## src/rtl/ctrl_pkg.sv

```systemverilog
// -----------------------------------------------------------------------------
// ctrl_pkg
// Shared definitions for the hardwired control sequencer:
//   - opcode constants for the Phase-1 instruction set (ir[31:27])
//   - FSM state encoding (also exported on state_dbg)
//   - instruction class enum produced by opcode_classifier
//   - packed bundle of the datapath control strobes
// -----------------------------------------------------------------------------
package ctrl_pkg;

    localparam int OPCODE_W = 5;
    localparam int IR_W     = 32;

    // Opcode map
    localparam logic [OPCODE_W-1:0] OP_LD   = 5'b00000;
    localparam logic [OPCODE_W-1:0] OP_LDI  = 5'b00001;
    localparam logic [OPCODE_W-1:0] OP_ST   = 5'b00010;
    localparam logic [OPCODE_W-1:0] OP_ADD  = 5'b00011;
    localparam logic [OPCODE_W-1:0] OP_SUB  = 5'b00100;
    localparam logic [OPCODE_W-1:0] OP_AND  = 5'b00101;
    localparam logic [OPCODE_W-1:0] OP_OR   = 5'b00110;
    localparam logic [OPCODE_W-1:0] OP_ROR  = 5'b00111;
    localparam logic [OPCODE_W-1:0] OP_ROL  = 5'b01000;
    localparam logic [OPCODE_W-1:0] OP_SHR  = 5'b01001;
    localparam logic [OPCODE_W-1:0] OP_SHRA = 5'b01010;
    localparam logic [OPCODE_W-1:0] OP_SHL  = 5'b01011;
    localparam logic [OPCODE_W-1:0] OP_ADDI = 5'b01100;
    localparam logic [OPCODE_W-1:0] OP_ANDI = 5'b01101;
    localparam logic [OPCODE_W-1:0] OP_ORI  = 5'b01110;
    localparam logic [OPCODE_W-1:0] OP_DIV  = 5'b01111;
    localparam logic [OPCODE_W-1:0] OP_MUL  = 5'b10000;
    localparam logic [OPCODE_W-1:0] OP_NEG  = 5'b10001;
    localparam logic [OPCODE_W-1:0] OP_NOT  = 5'b10010;
    localparam logic [OPCODE_W-1:0] OP_NOP  = 5'b11010;
    localparam logic [OPCODE_W-1:0] OP_HALT = 5'b11011;

    // FSM states; the numeric values are visible on state_dbg.
    typedef enum logic [3:0] {
        S_IDLE = 4'd0,
        S_T0   = 4'd1,
        S_T1   = 4'd2,
        S_T2   = 4'd3,
        S_T3   = 4'd4,
        S_T4   = 4'd5,
        S_T5   = 4'd6,
        S_T6   = 4'd7,
        S_HALT = 4'd8
    } state_e;

    typedef enum logic [2:0] {
        CLS_R,
        CLS_I,
        CLS_UNARY,
        CLS_MULDIV,
        CLS_NOP,
        CLS_HALT,
        CLS_ILLEGAL
    } instr_class_e;

    // One bit per datapath strobe, driven as a group by the sequencer.
    typedef struct packed {
        logic pc_out;
        logic mar_enable;
        logic pc_increment;
        logic read;
        logic mdr_enable;
        logic mdr_out;
        logic ir_enable;
        logic y_enable;
        logic z_enable;
        logic zlo_out;
        logic zhi_out;
        logic lo_enable;
        logic hi_enable;
        logic gra;
        logic grb;
        logic grc;
        logic r_in;
        logic r_out;
        logic c_out;
    } ctrl_strobes_t;

endpackage

```

## src/rtl/opcode_classifier.sv

```systemverilog
// -----------------------------------------------------------------------------
// opcode_classifier
// Purely combinational decode of the 5-bit opcode into an instruction class
// and the ALU operation code presented during T4.
//
// Ports:
//   opcode_i       in   5  ir[31:27]
//   instr_class_o  out  3  instruction class (instr_class_e)
//   alu_op_o       out  5  ALU op: the opcode itself, except immediate forms
//                          which reuse their register-register counterpart
// -----------------------------------------------------------------------------
module opcode_classifier
    import ctrl_pkg::*;
(
    input  logic [OPCODE_W-1:0] opcode_i,
    output instr_class_e        instr_class_o,
    output logic [OPCODE_W-1:0] alu_op_o
);

    // NOTE: every output gets a default before the case so that no path
    // leaves it unassigned; otherwise synthesis infers a latch.
    always_comb begin
        instr_class_o = CLS_ILLEGAL;
        alu_op_o      = opcode_i;
        case (opcode_i)
            OP_ADD, OP_SUB, OP_AND, OP_OR, OP_ROR,
            OP_ROL, OP_SHR, OP_SHRA, OP_SHL: instr_class_o = CLS_R;
            OP_ADDI: begin
                instr_class_o = CLS_I;
                alu_op_o      = OP_ADD;
            end
            OP_ANDI: begin
                instr_class_o = CLS_I;
                alu_op_o      = OP_AND;
            end
            OP_ORI: begin
                instr_class_o = CLS_I;
                alu_op_o      = OP_OR;
            end
            OP_NEG, OP_NOT:  instr_class_o = CLS_UNARY;
            OP_MUL, OP_DIV:  instr_class_o = CLS_MULDIV;
            OP_NOP:          instr_class_o = CLS_NOP;
            OP_HALT:         instr_class_o = CLS_HALT;
            // ld/ldi/st need the memory write/address path, which this
            // block does not sequence; they fall in with unassigned codes.
            default:         instr_class_o = CLS_ILLEGAL;
        endcase
    end

endmodule

```

## src/rtl/control_sequencer.sv

```systemverilog
// -----------------------------------------------------------------------------
// control_sequencer
// Hardwired one-state-per-clock FSM that drives the Phase-1 datapath strobes
// through fetch (T0-T2), decode (T3) and execute (T4-T6). Outputs are Moore:
// decoded from the current state and ir only.
//
// Build option:
//   CTRL_ILLEGAL_TRAP_EN  defined   -> unknown/unsupported opcode in T3 sets
//                                      the sticky illegal_op flag and halts
//                         undefined -> such opcodes behave as nop and
//                                      illegal_op is tied low
//
// Ports:
//   clk            in   1    system clock, rising edge
//   clr            in   1    async active-low reset
//   run            in   1    fetch next instruction (IDLE / end of execute)
//   ir             in   IRW  instruction register contents
//   mem_ready      in   1    memory read data valid
//   pc_out, mar_enable, pc_increment                      out  fetch strobes
//   read, mdr_enable, mdr_out, ir_enable                  out  memory/IR
//   y_enable, z_enable, zlo_out, zhi_out, lo_enable,
//   hi_enable                                             out  ALU path
//   gra, grb, grc, r_in, r_out, c_out                     out  register fields
//   op_code        out  OPW  ALU operation (non-zero only in T4)
//   halted         out  1    FSM in HALT
//   illegal_op     out  1    sticky illegal-opcode trap flag
//   state_dbg      out  4    current state encoding
// -----------------------------------------------------------------------------
module control_sequencer
    import ctrl_pkg::*;
#(
    parameter int OPW = OPCODE_W,
    parameter int IRW = IR_W
)
(
    input  logic           clk,
    input  logic           clr,
    input  logic           run,
    input  logic [IRW-1:0] ir,
    input  logic           mem_ready,
    output logic           pc_out,
    output logic           mar_enable,
    output logic           pc_increment,
    output logic           read,
    output logic           mdr_enable,
    output logic           mdr_out,
    output logic           ir_enable,
    output logic           y_enable,
    output logic           z_enable,
    output logic           zlo_out,
    output logic           zhi_out,
    output logic           lo_enable,
    output logic           hi_enable,
    output logic           gra,
    output logic           grb,
    output logic           grc,
    output logic           r_in,
    output logic           r_out,
    output logic           c_out,
    output logic [OPW-1:0] op_code,
    output logic           halted,
    output logic           illegal_op,
    output logic [3:0]     state_dbg
);

    state_e          state_q, state_d;
    state_e          exit_state;
    ctrl_strobes_t   strb;
    instr_class_e    instr_class;
    logic [OPW-1:0]  alu_op;
    logic [OPW-1:0]  opcode;

    assign opcode = ir[IRW-1 -: OPW];

    // Operand fields below the opcode are decoded by the register
    // select/encode block, not here.
    logic unused_ir_low;
    assign unused_ir_low = ^ir[IRW-OPW-1:0];

    opcode_classifier u_classifier (
        .opcode_i      (opcode),
        .instr_class_o (instr_class),
        .alu_op_o      (alu_op)
    );

    // End-of-instruction exit shared by T3 (nop), T5 and T6.
    assign exit_state = run ? S_T0 : S_IDLE;

    // NOTE: state registers use non-blocking assignment so every flop
    // samples pre-edge values, independent of process ordering.
    always_ff @(posedge clk or negedge clr) begin
        if (!clr) begin
            state_q <= S_IDLE;
        end else begin
            state_q <= state_d;
        end
    end

    always_comb begin
        state_d = state_q;
        strb    = '0;
        op_code = '0;
        case (state_q)
            S_IDLE: begin
                if (run) state_d = S_T0;
            end
            S_T0: begin
                strb.pc_out       = 1'b1;
                strb.mar_enable   = 1'b1;
                strb.pc_increment = 1'b1;
                state_d           = S_T1;
            end
            S_T1: begin
                // Read strobes are held for the whole stall.
                strb.read       = 1'b1;
                strb.mdr_enable = 1'b1;
                if (mem_ready) state_d = S_T2;
            end
            S_T2: begin
                strb.mdr_out   = 1'b1;
                strb.ir_enable = 1'b1;
                state_d        = S_T3;
            end
            S_T3: begin
                case (instr_class)
                    CLS_HALT: state_d = S_HALT;
                    CLS_NOP:  state_d = exit_state;
                    CLS_ILLEGAL: begin
`ifdef CTRL_ILLEGAL_TRAP_EN
                        state_d = S_HALT;
`else
                        state_d = exit_state;
`endif
                    end
                    default: begin
                        // Rb into Y is the first operand for every
                        // executing class.
                        strb.grb      = 1'b1;
                        strb.r_out    = 1'b1;
                        strb.y_enable = 1'b1;
                        state_d       = S_T4;
                    end
                endcase
            end
            S_T4: begin
                strb.z_enable = 1'b1;
                op_code       = alu_op;
                case (instr_class)
                    CLS_R: begin
                        strb.grc   = 1'b1;
                        strb.r_out = 1'b1;
                    end
                    CLS_I: begin
                        strb.c_out = 1'b1;
                    end
                    CLS_UNARY: begin
                        strb.grb   = 1'b1;
                        strb.r_out = 1'b1;
                    end
                    CLS_MULDIV: begin
                        strb.grc   = 1'b1;
                        strb.r_out = 1'b1;
                    end
                    default: ;
                endcase
                state_d = S_T5;
            end
            S_T5: begin
                strb.zlo_out = 1'b1;
                if (instr_class == CLS_MULDIV) begin
                    strb.lo_enable = 1'b1;
                    state_d        = S_T6;
                end else begin
                    strb.gra  = 1'b1;
                    strb.r_in = 1'b1;
                    state_d   = exit_state;
                end
            end
            S_T6: begin
                strb.zhi_out   = 1'b1;
                strb.hi_enable = 1'b1;
                state_d        = exit_state;
            end
            S_HALT: begin
                // Terminal until clr.
                state_d = S_HALT;
            end
            default: begin
                state_d = S_IDLE;
            end
        endcase
    end

`ifdef CTRL_ILLEGAL_TRAP_EN
    logic illegal_q, illegal_d;

    // Set on the T3 -> HALT transition of an illegal opcode; only clr clears.
    assign illegal_d = illegal_q
                     | ((state_q == S_T3) && (instr_class == CLS_ILLEGAL));

    always_ff @(posedge clk or negedge clr) begin
        if (!clr) begin
            illegal_q <= 1'b0;
        end else begin
            illegal_q <= illegal_d;
        end
    end

    assign illegal_op = illegal_q;
`else
    assign illegal_op = 1'b0;
`endif

    assign halted    = (state_q == S_HALT);
    assign state_dbg = state_q;

    assign pc_out       = strb.pc_out;
    assign mar_enable   = strb.mar_enable;
    assign pc_increment = strb.pc_increment;
    assign read         = strb.read;
    assign mdr_enable   = strb.mdr_enable;
    assign mdr_out      = strb.mdr_out;
    assign ir_enable    = strb.ir_enable;
    assign y_enable     = strb.y_enable;
    assign z_enable     = strb.z_enable;
    assign zlo_out      = strb.zlo_out;
    assign zhi_out      = strb.zhi_out;
    assign lo_enable    = strb.lo_enable;
    assign hi_enable    = strb.hi_enable;
    assign gra          = strb.gra;
    assign grb          = strb.grb;
    assign grc          = strb.grc;
    assign r_in         = strb.r_in;
    assign r_out        = strb.r_out;
    assign c_out        = strb.c_out;

endmodule

```

## config.mk

```make
export PLATFORM = sky130hd
export DESIGN_NAME = control_sequencer
export DESIGN_NICKNAME = d
export VERILOG_FILES = /design/src/rtl/ctrl_pkg.sv /design/src/rtl/opcode_classifier.sv /design/src/rtl/control_sequencer.sv
export SDC_FILE = /design/constraint.sdc
export NUM_CORES = 1
export LEC_CHECK = 0
export CORE_UTILIZATION = 31
export CTS_CLUSTER_DIAMETER = 60
export DETAILED_ROUTE_END_ITERATION = 8
export GPL_TIMING_DRIVEN = 1
export PLACE_DENSITY = 0.86
export SYNTH_ARGS = -nofsm -noshare
export SYNTH_HDL_FRONTEND = slang
export SYNTH_SLANG_ARGS = --single-unit
```

## constraint.sdc

```tcl
create_clock -name clk -period 2.6 [get_ports clk]
set_input_delay 0.26 -clock clk [delete_from_list [all_inputs] [get_ports clk]]
set_output_delay 0.26 -clock clk [all_outputs]
set_load 0.01 [all_outputs]
```

# Word level (Yosys, flattened, before mapping)

Index checks and enable logic that the tools add are counted.

Multiplexer cells: 29
Reductions and logical operators: 11
Eq/ne operators: 34

Operator list:

| cell                                                                   | count |
|---|---|
| 5-bit by 4-bit equality test with 1-bit output (second input constant) | 8 |
| 4-bit one-hot mux with 9 select lines                                  | 1 |
| 5-bit equality test (second input constant)                            | 5 |
| 5-bit by 3-bit equality test with 1-bit output (second input constant) | 4 |
| 3-bit one-hot mux with 6 select lines                                  | 1 |
| 4-bit by 3-bit equality test with 1-bit output (second input constant) | 4 |
| 1-bit 2-to-1 mux                                                       | 16 |
| 5-bit one-hot mux with 3 select lines                                  | 1 |
| 3-bit equality test (second input constant)                            | 3 |
| 3-bit OR reduction                                                     | 3 |
| 9-bit OR reduction                                                     | 1 |
| 4-bit by 2-bit equality test with 1-bit output (second input constant) | 2 |
| 4-bit 2-to-1 mux                                                       | 2 |
| 4-bit one-hot mux with 2 select lines                                  | 1 |
| 2-bit OR reduction                                                     | 4 |
| 3-bit by 2-bit equality test with 1-bit output (second input constant) | 2 |
| 3-bit 2-to-1 mux                                                       | 2 |
| 5-bit by 2-bit equality test with 1-bit output (second input constant) | 1 |
| 5-bit 2-to-1 mux                                                       | 1 |
| 4-bit by 1-bit equality test with 1-bit output (second input constant) | 1 |
| 4-bit equality test (second input constant)                            | 1 |
| 4-bit zero test                                                        | 1 |
| 2-bit 2-to-1 mux                                                       | 2 |
| 2-bit != test (second input constant)                                  | 2 |
| 4 further kinds                                                        | 5 |

Input bits: 36
Register bits after elaboration: 4
Word-level logic and storage cells: 75
Output and inout bits: 30

# Depth between registers and ports, before layout

Depth in word-level cells: 7
Gate-level depth with buffers: 5
Gate-level depth less buffers: 4

# Hierarchy

A second synthesis with hierarchy kept.

Cell total of the unflattened synthesis: 101
Area total of the unflattened synthesis: 716.9 µm²

By module, submodules not included:

| module            | instances | area each (µm²) | cells each |
|---|---|---|---|
| control_sequencer | 1         | 569.3           | 77 |
| opcode_classifier | 1         | 147.6           | 24 |

# Least setup slack after synthesis

No wires, ideal clock.

Path kind: reg2out
Start: register state_q[0] (netlist: state_dbg[0])
End: output r_out
Path slack: 0.616 ns
Arrival: 1.724 ns
Data required time: 2.340 ns
Stages on the path, launching flop included: 6
Cells stage by stage: dfrtp_1 -> and4bb_2 -> clkbuf_1 -> and2_1 -> a22o_1 -> a2111o_1

Longest elaborated chain between the ends: 2

RTL lines:

| what                                           | line                     | source |
|---|---|---|
| from (decl)                                    | control_sequencer.sv:66  | `state_e state_q, state_d;` |
| from (signal assigned)                         | control_sequencer.sv:95  | `state_q <= state_d;` |
| 4-bit by 3-bit equality test with 1-bit output | control_sequencer.sv:103 | `case (state_q)` |
| 1-bit one-hot mux with 2 select lines (*)      | control_sequencer.sv:103 |  |
| to (decl)                                      | control_sequencer.sv:58  | `output logic r_out,` |

Mark *: on every way between the ends. The rest lies on a longest branch, timed or not.

# Final worst setup path

Start: input ir[31]
End: output lo_enable

Longest elaborated chain between the ends: 6

RTL lines:

| what                                                                   | line                     | source |
|---|---|---|
| from (decl)                                                            | control_sequencer.sv:39  | `input logic [IRW-1:0] ir,` |
| 5-bit by 2-bit equality test with 1-bit output (tied with other cells) | opcode_classifier.sv:25  | `case (opcode_i)` |
| 9-bit OR reduction (tied with other cells)                             | opcode_classifier.sv:25  |  |
| 3-bit one-hot mux with 6 select lines (*)                              | opcode_classifier.sv:25  |  |
| 3-bit by 2-bit equality test with 1-bit output (*)                     | control_sequencer.sv:170 | `if (instr_class == CLS_MULDIV) begin` |
| 1-bit 2-to-1 mux (*)                                                   | control_sequencer.sv:170 |  |
| 1-bit 2-to-1 mux (*)                                                   | control_sequencer.sv:103 |  |
| to (decl)                                                              | control_sequencer.sv:52  | `output logic lo_enable,` |

Marks and branches as above.

==> results.txt <==
- Clock skew on the completed layout was measured at 0.00630 ns.
- Deepest clock path buffer count: 2
- Maximum level of the CTS H-tree: 1
- The run finished with clean final reports.
- Fraction of the yosys area taken by sequential cells: between 10% and 20%
- The routed layout has ~790 vias.
- Number of nets in the finished design: 165
* Met1 capacity usage during global routing: 21.1%
- By startpoint and endpoint, the worst setup path is classified as input pin to output pin.
- Slew Viols, Final: 0
- The worst setup path is launched from an input pin.
* Worst Path Required: between 2 and 2.5 ns
- For this run, the detailed router's first-pass iteration total came to 4.
* Syn-to-layout area delta: 64.5%
- In the final layout, flip-flops and latches occupy between 100 and 150 µm².
* R2R setup slack: about 0.73 ns
- The via count of the first global-routing pass came to ~670.
- GRT Overall Usage: between 15 and 20%
- Die Y: approximately 48 µm
- Number of flip-flops in the largest register: 4
- Number of placement rows: 16
* Pwr per Cell Area: 685 nW/µm²
* Layout cells sized above 1: between 10% and 20%
- Counting flops and latches in the post-synthesis netlist gives 4.
- Clock tree synthesis selected as its root buffer the cell sky130_fd_sc_hd__clkbuf_4.
- For this run, global-route usage on met2 was measured as between 30% and 40%.
- The die covers about 2300 µm².
* Overall power after layout: about 0.73 mW
* Peak supply drop: ~360 µV
- Number of buffers added on ports: 37
- For the final routed database, the setup TNS stands at 0 ns.
- Number of cells produced by synthesis: 92
- The repair_antennas step left the layout with diodes totalling 0.
- Clock slew seen by the registers of the worst setup and hold paths: around 0.04 ns
* Remaining DRCs: 0
* Class of the tightest hold or removal check: input pin to async pin
- Per-cell via count in the routed design: 5.12
- Weighted congestion reported at the end of routability-driven placement: 0.812
- Number of warnings reported in the yosys synthesis log: 0
* Mapped cell area: about 640 µm²
* DR WL/cell: between 10 and 15 µm
* Die W: 47.6 µm
- Setup repair after global routing left no endpoint under its margin.
- Starting density of the core: 32.8%
- TritonCTS clock tree: built
* Routed Wire Length: approximately 1800 µm
- Setup violations remaining at the end of the flow were counted as 0.
* Pin count of the biggest net entering global routing: 13
- Initial antenna violation count: 0
* Portion of the clock cycle consumed by the worst path in the final layout: 96.5%
- Placeable core area: approximately 2000 µm²
- For this design the static power due to leakage is around 0.44 nW.
- Netlist cell types: 41
- TritonCTS Buffers: 3
- In the global route stage, met3 resource usage came out at 3.40%.
- Summing all multi-input logic gate instances after layout gives around 440 µm².
- Synthesis produced a netlist with a net count of between 100 and 150.
* Post-Synthesis Mean Instance Area: between 7 and 8 µm²
- The tree built by TritonCTS fans out to 4 sinks.
- Antenna violation net count after detailed routing: 0
- Violation count after the first detailed-route iteration: 10
* First-pass GRT wire length: 2870 µm
- For this run the aggregate overflow at the end of global routing stands at 0.
* Buffers inserted during post-CTS setup optimization: 0
- After filler insertion, the fill cell instance count of the layout stands at between 150 and 200.
- Placed wire-length estimate: between 1000 and 1500 µm
- Count of pins on the block boundary: 66
- For the worst-skew pair, the clock arrives at the later sink with an insertion delay of 0.24 ns.
- For the finished layout, the period the worst path requires is about 2.5 ns.
- Number of maximum-capacitance constraint violations: 0
* Highest clock frequency the design can meet: 398 MHz
- Along the worst path, the maximum fanout reaches 11.
- Setup crit end kind: output pin
- Data arrives at the worst endpoint at 2.25 ns.
* Final Hold Violating Endpoints: 0
* Most used routing layer: met2
==> worst max-delay path, stage by stage <==
cell                              delay (ns)
sky130_fd_sc_hd__clkdlybuf4s50_1        0.47
sky130_fd_sc_hd__buf_4                  0.16
sky130_fd_sc_hd__or3b_2                 0.47
sky130_fd_sc_hd__o22ai_1                0.19
sky130_fd_sc_hd__and2_1                 0.17
sky130_fd_sc_hd__clkdlybuf4s50_1        0.53
==> worst paths after layout <==
check                                         startpoint                        to  depth (start not counted)
worst max-delay path                              ir[31]                 lo_enable                          6
max in group asynchronous                            clr  state_dbg[3]$_DFFE_PN0P_                          1
worst max register to register  state_dbg[3]$_DFFE_PN0P_  state_dbg[0]$_DFFE_PN0P_                          4
worst min register to register  state_dbg[3]$_DFFE_PN0P_  state_dbg[1]$_DFFE_PN0P_                          1
min in group clk                state_dbg[3]$_DFFE_PN0P_  state_dbg[1]$_DFFE_PN0P_                          1
worst min-delay path                                 clr  state_dbg[2]$_DFFE_PN0P_                          1
==> through the flow <==
stage | hold WS [ns] | utilization (%) | std cells | instance area [µm²] | setup WS (ns)
floorplan | -0.0356 | - | 92 | 644 | 0.616
global placement | 0.469 | 52.7 | 151 | 1030 | 0.0575
detailed placement | 0.473 | 52.7 | 151 | 1030 | 0.0305
CTS | 0.213 | 53.9 | 154 | 1060 | 0.0201
global route | 0.226 | 54.0 | 154 | 1060 | 0.0223
finish | 0.221 | 54.0 | 154 | 1060 | 0.0898
==> cells by family after synthesis <==
family                    count (synthesis)  synth area share [%]
AOI/OAI and AO/OA                        21                  22.9
xor gates and xnor gates                  1                  1.36
buffers and inverters                    17                  15.5
DFF                                       4                  15.5
muxes                                     1                  1.55
other                                     1                 0.582
and+or+nand+nor                          47                  42.5
==> what timing repair did <==
action / in CTS / in global routing
gates resized for setup: 2 / 1
endpoints found under the setup margin: 1 / 1
hold buffers: 0 / 0
==> report_power, final <==
group | total, mW | internal, mW | switching, mW | leakage, nW
Combinational | 0.535 | 0.293 | 0.242 | 0.372
Clock | 0.0797 | 0.0518 | 0.0279 | 0.0138
Sequential | 0.111 | 0.0849 | 0.0265 | 0.0499
==> layer usage <==
metal,vias to the layer above,wire length [µm]
met5,-,0
met4,0,0
met3,0,129
met2,35,877
met1,359,831
li1,395,-
==> synthesized netlist by cell type <==
| library cell | n | area, µm² |
|---|---|---|
| sky130_fd_sc_hd__a2111o_1 | 1 | 11.3 |
| sky130_fd_sc_hd__a211o_1 | 1 | 8.76 |
| sky130_fd_sc_hd__a211oi_1 | 2 | 15.0 |
| sky130_fd_sc_hd__a21oi_1 | 6 | 30.0 |
| sky130_fd_sc_hd__a22o_1 | 1 | 8.76 |
| sky130_fd_sc_hd__a31oi_1 | 1 | 6.26 |
| sky130_fd_sc_hd__and2_1 | 3 | 18.8 |
| sky130_fd_sc_hd__and4bb_2 | 1 | 12.5 |
| sky130_fd_sc_hd__buf_2 | 2 | 10.0 |
| sky130_fd_sc_hd__buf_4 | 7 | 52.6 |
| sky130_fd_sc_hd__buf_6 | 1 | 11.3 |
| sky130_fd_sc_hd__clkbuf_1 | 6 | 22.5 |
| sky130_fd_sc_hd__conb_1 | 1 | 3.75 |
| sky130_fd_sc_hd__dfrtp_1 | 4 | 100 |
| sky130_fd_sc_hd__inv_1 | 1 | 3.75 |
| sky130_fd_sc_hd__mux2i_1 | 1 | 10.0 |
| sky130_fd_sc_hd__nand2_1 | 6 | 22.5 |
| sky130_fd_sc_hd__nand2b_1 | 5 | 31.3 |
| sky130_fd_sc_hd__nand3_1 | 1 | 5.00 |
| sky130_fd_sc_hd__nand3b_1 | 1 | 7.51 |
| sky130_fd_sc_hd__nor2_1 | 10 | 37.5 |
| sky130_fd_sc_hd__nor2b_1 | 1 | 6.26 |
| sky130_fd_sc_hd__nor3_1 | 7 | 35.0 |
| sky130_fd_sc_hd__nor3b_1 | 2 | 15.0 |
| sky130_fd_sc_hd__nor4_1 | 1 | 6.26 |
| sky130_fd_sc_hd__nor4b_1 | 1 | 8.76 |
| sky130_fd_sc_hd__o21a_1 | 3 | 22.5 |
| sky130_fd_sc_hd__o21ai_0 | 1 | 5.00 |
| sky130_fd_sc_hd__o21bai_1 | 1 | 7.51 |
| sky130_fd_sc_hd__o22a_1 | 1 | 8.76 |
| sky130_fd_sc_hd__o22ai_1 | 1 | 6.26 |
| sky130_fd_sc_hd__o311a_1 | 1 | 10.0 |
| sky130_fd_sc_hd__o31ai_1 | 1 | 7.51 |
| sky130_fd_sc_hd__or2_2 | 1 | 6.26 |
| sky130_fd_sc_hd__or2b_1 | 1 | 7.51 |
| sky130_fd_sc_hd__or3_1 | 1 | 6.26 |
| sky130_fd_sc_hd__or3b_2 | 1 | 8.76 |
| sky130_fd_sc_hd__or4_1 | 2 | 15.0 |
| sky130_fd_sc_hd__or4b_2 | 1 | 10.0 |
| sky130_fd_sc_hd__or4b_4 | 1 | 13.8 |
| sky130_fd_sc_hd__xor2_1 | 1 | 8.76 |
==> placed cells by master, fill, tap and decap left out, types with 2 or more instances in the layout <==
cell,n
sky130_fd_sc_hd__o21a_1,3
sky130_fd_sc_hd__nor3_1,7
sky130_fd_sc_hd__buf_4,11
sky130_fd_sc_hd__a211oi_1,2
sky130_fd_sc_hd__a21oi_1,6
sky130_fd_sc_hd__and2_1,3
sky130_fd_sc_hd__nor2_1,10
sky130_fd_sc_hd__or4_1,2
sky130_fd_sc_hd__nor3b_1,2
sky130_fd_sc_hd__nand2_1,6
sky130_fd_sc_hd__clkbuf_4,3
sky130_fd_sc_hd__dfrtp_1,3
sky130_fd_sc_hd__clkdlybuf4s50_1,35
sky130_fd_sc_hd__nand2b_1,5
==> area by class of cell <==
| class | instances | share of cell area (%) |
|---|---|---|
| timing repair buffer | 48 | 42.9 |
| inverter | 1 | 0.354 |
| multi-input combinational | 71 | 41.9 |
| clock buffer | 3 | 2.13 |
| tap | 27 | 3.19 |
| sequential | 4 | 9.56 |
Note: power is estimated with default switching activity, not from simulation.
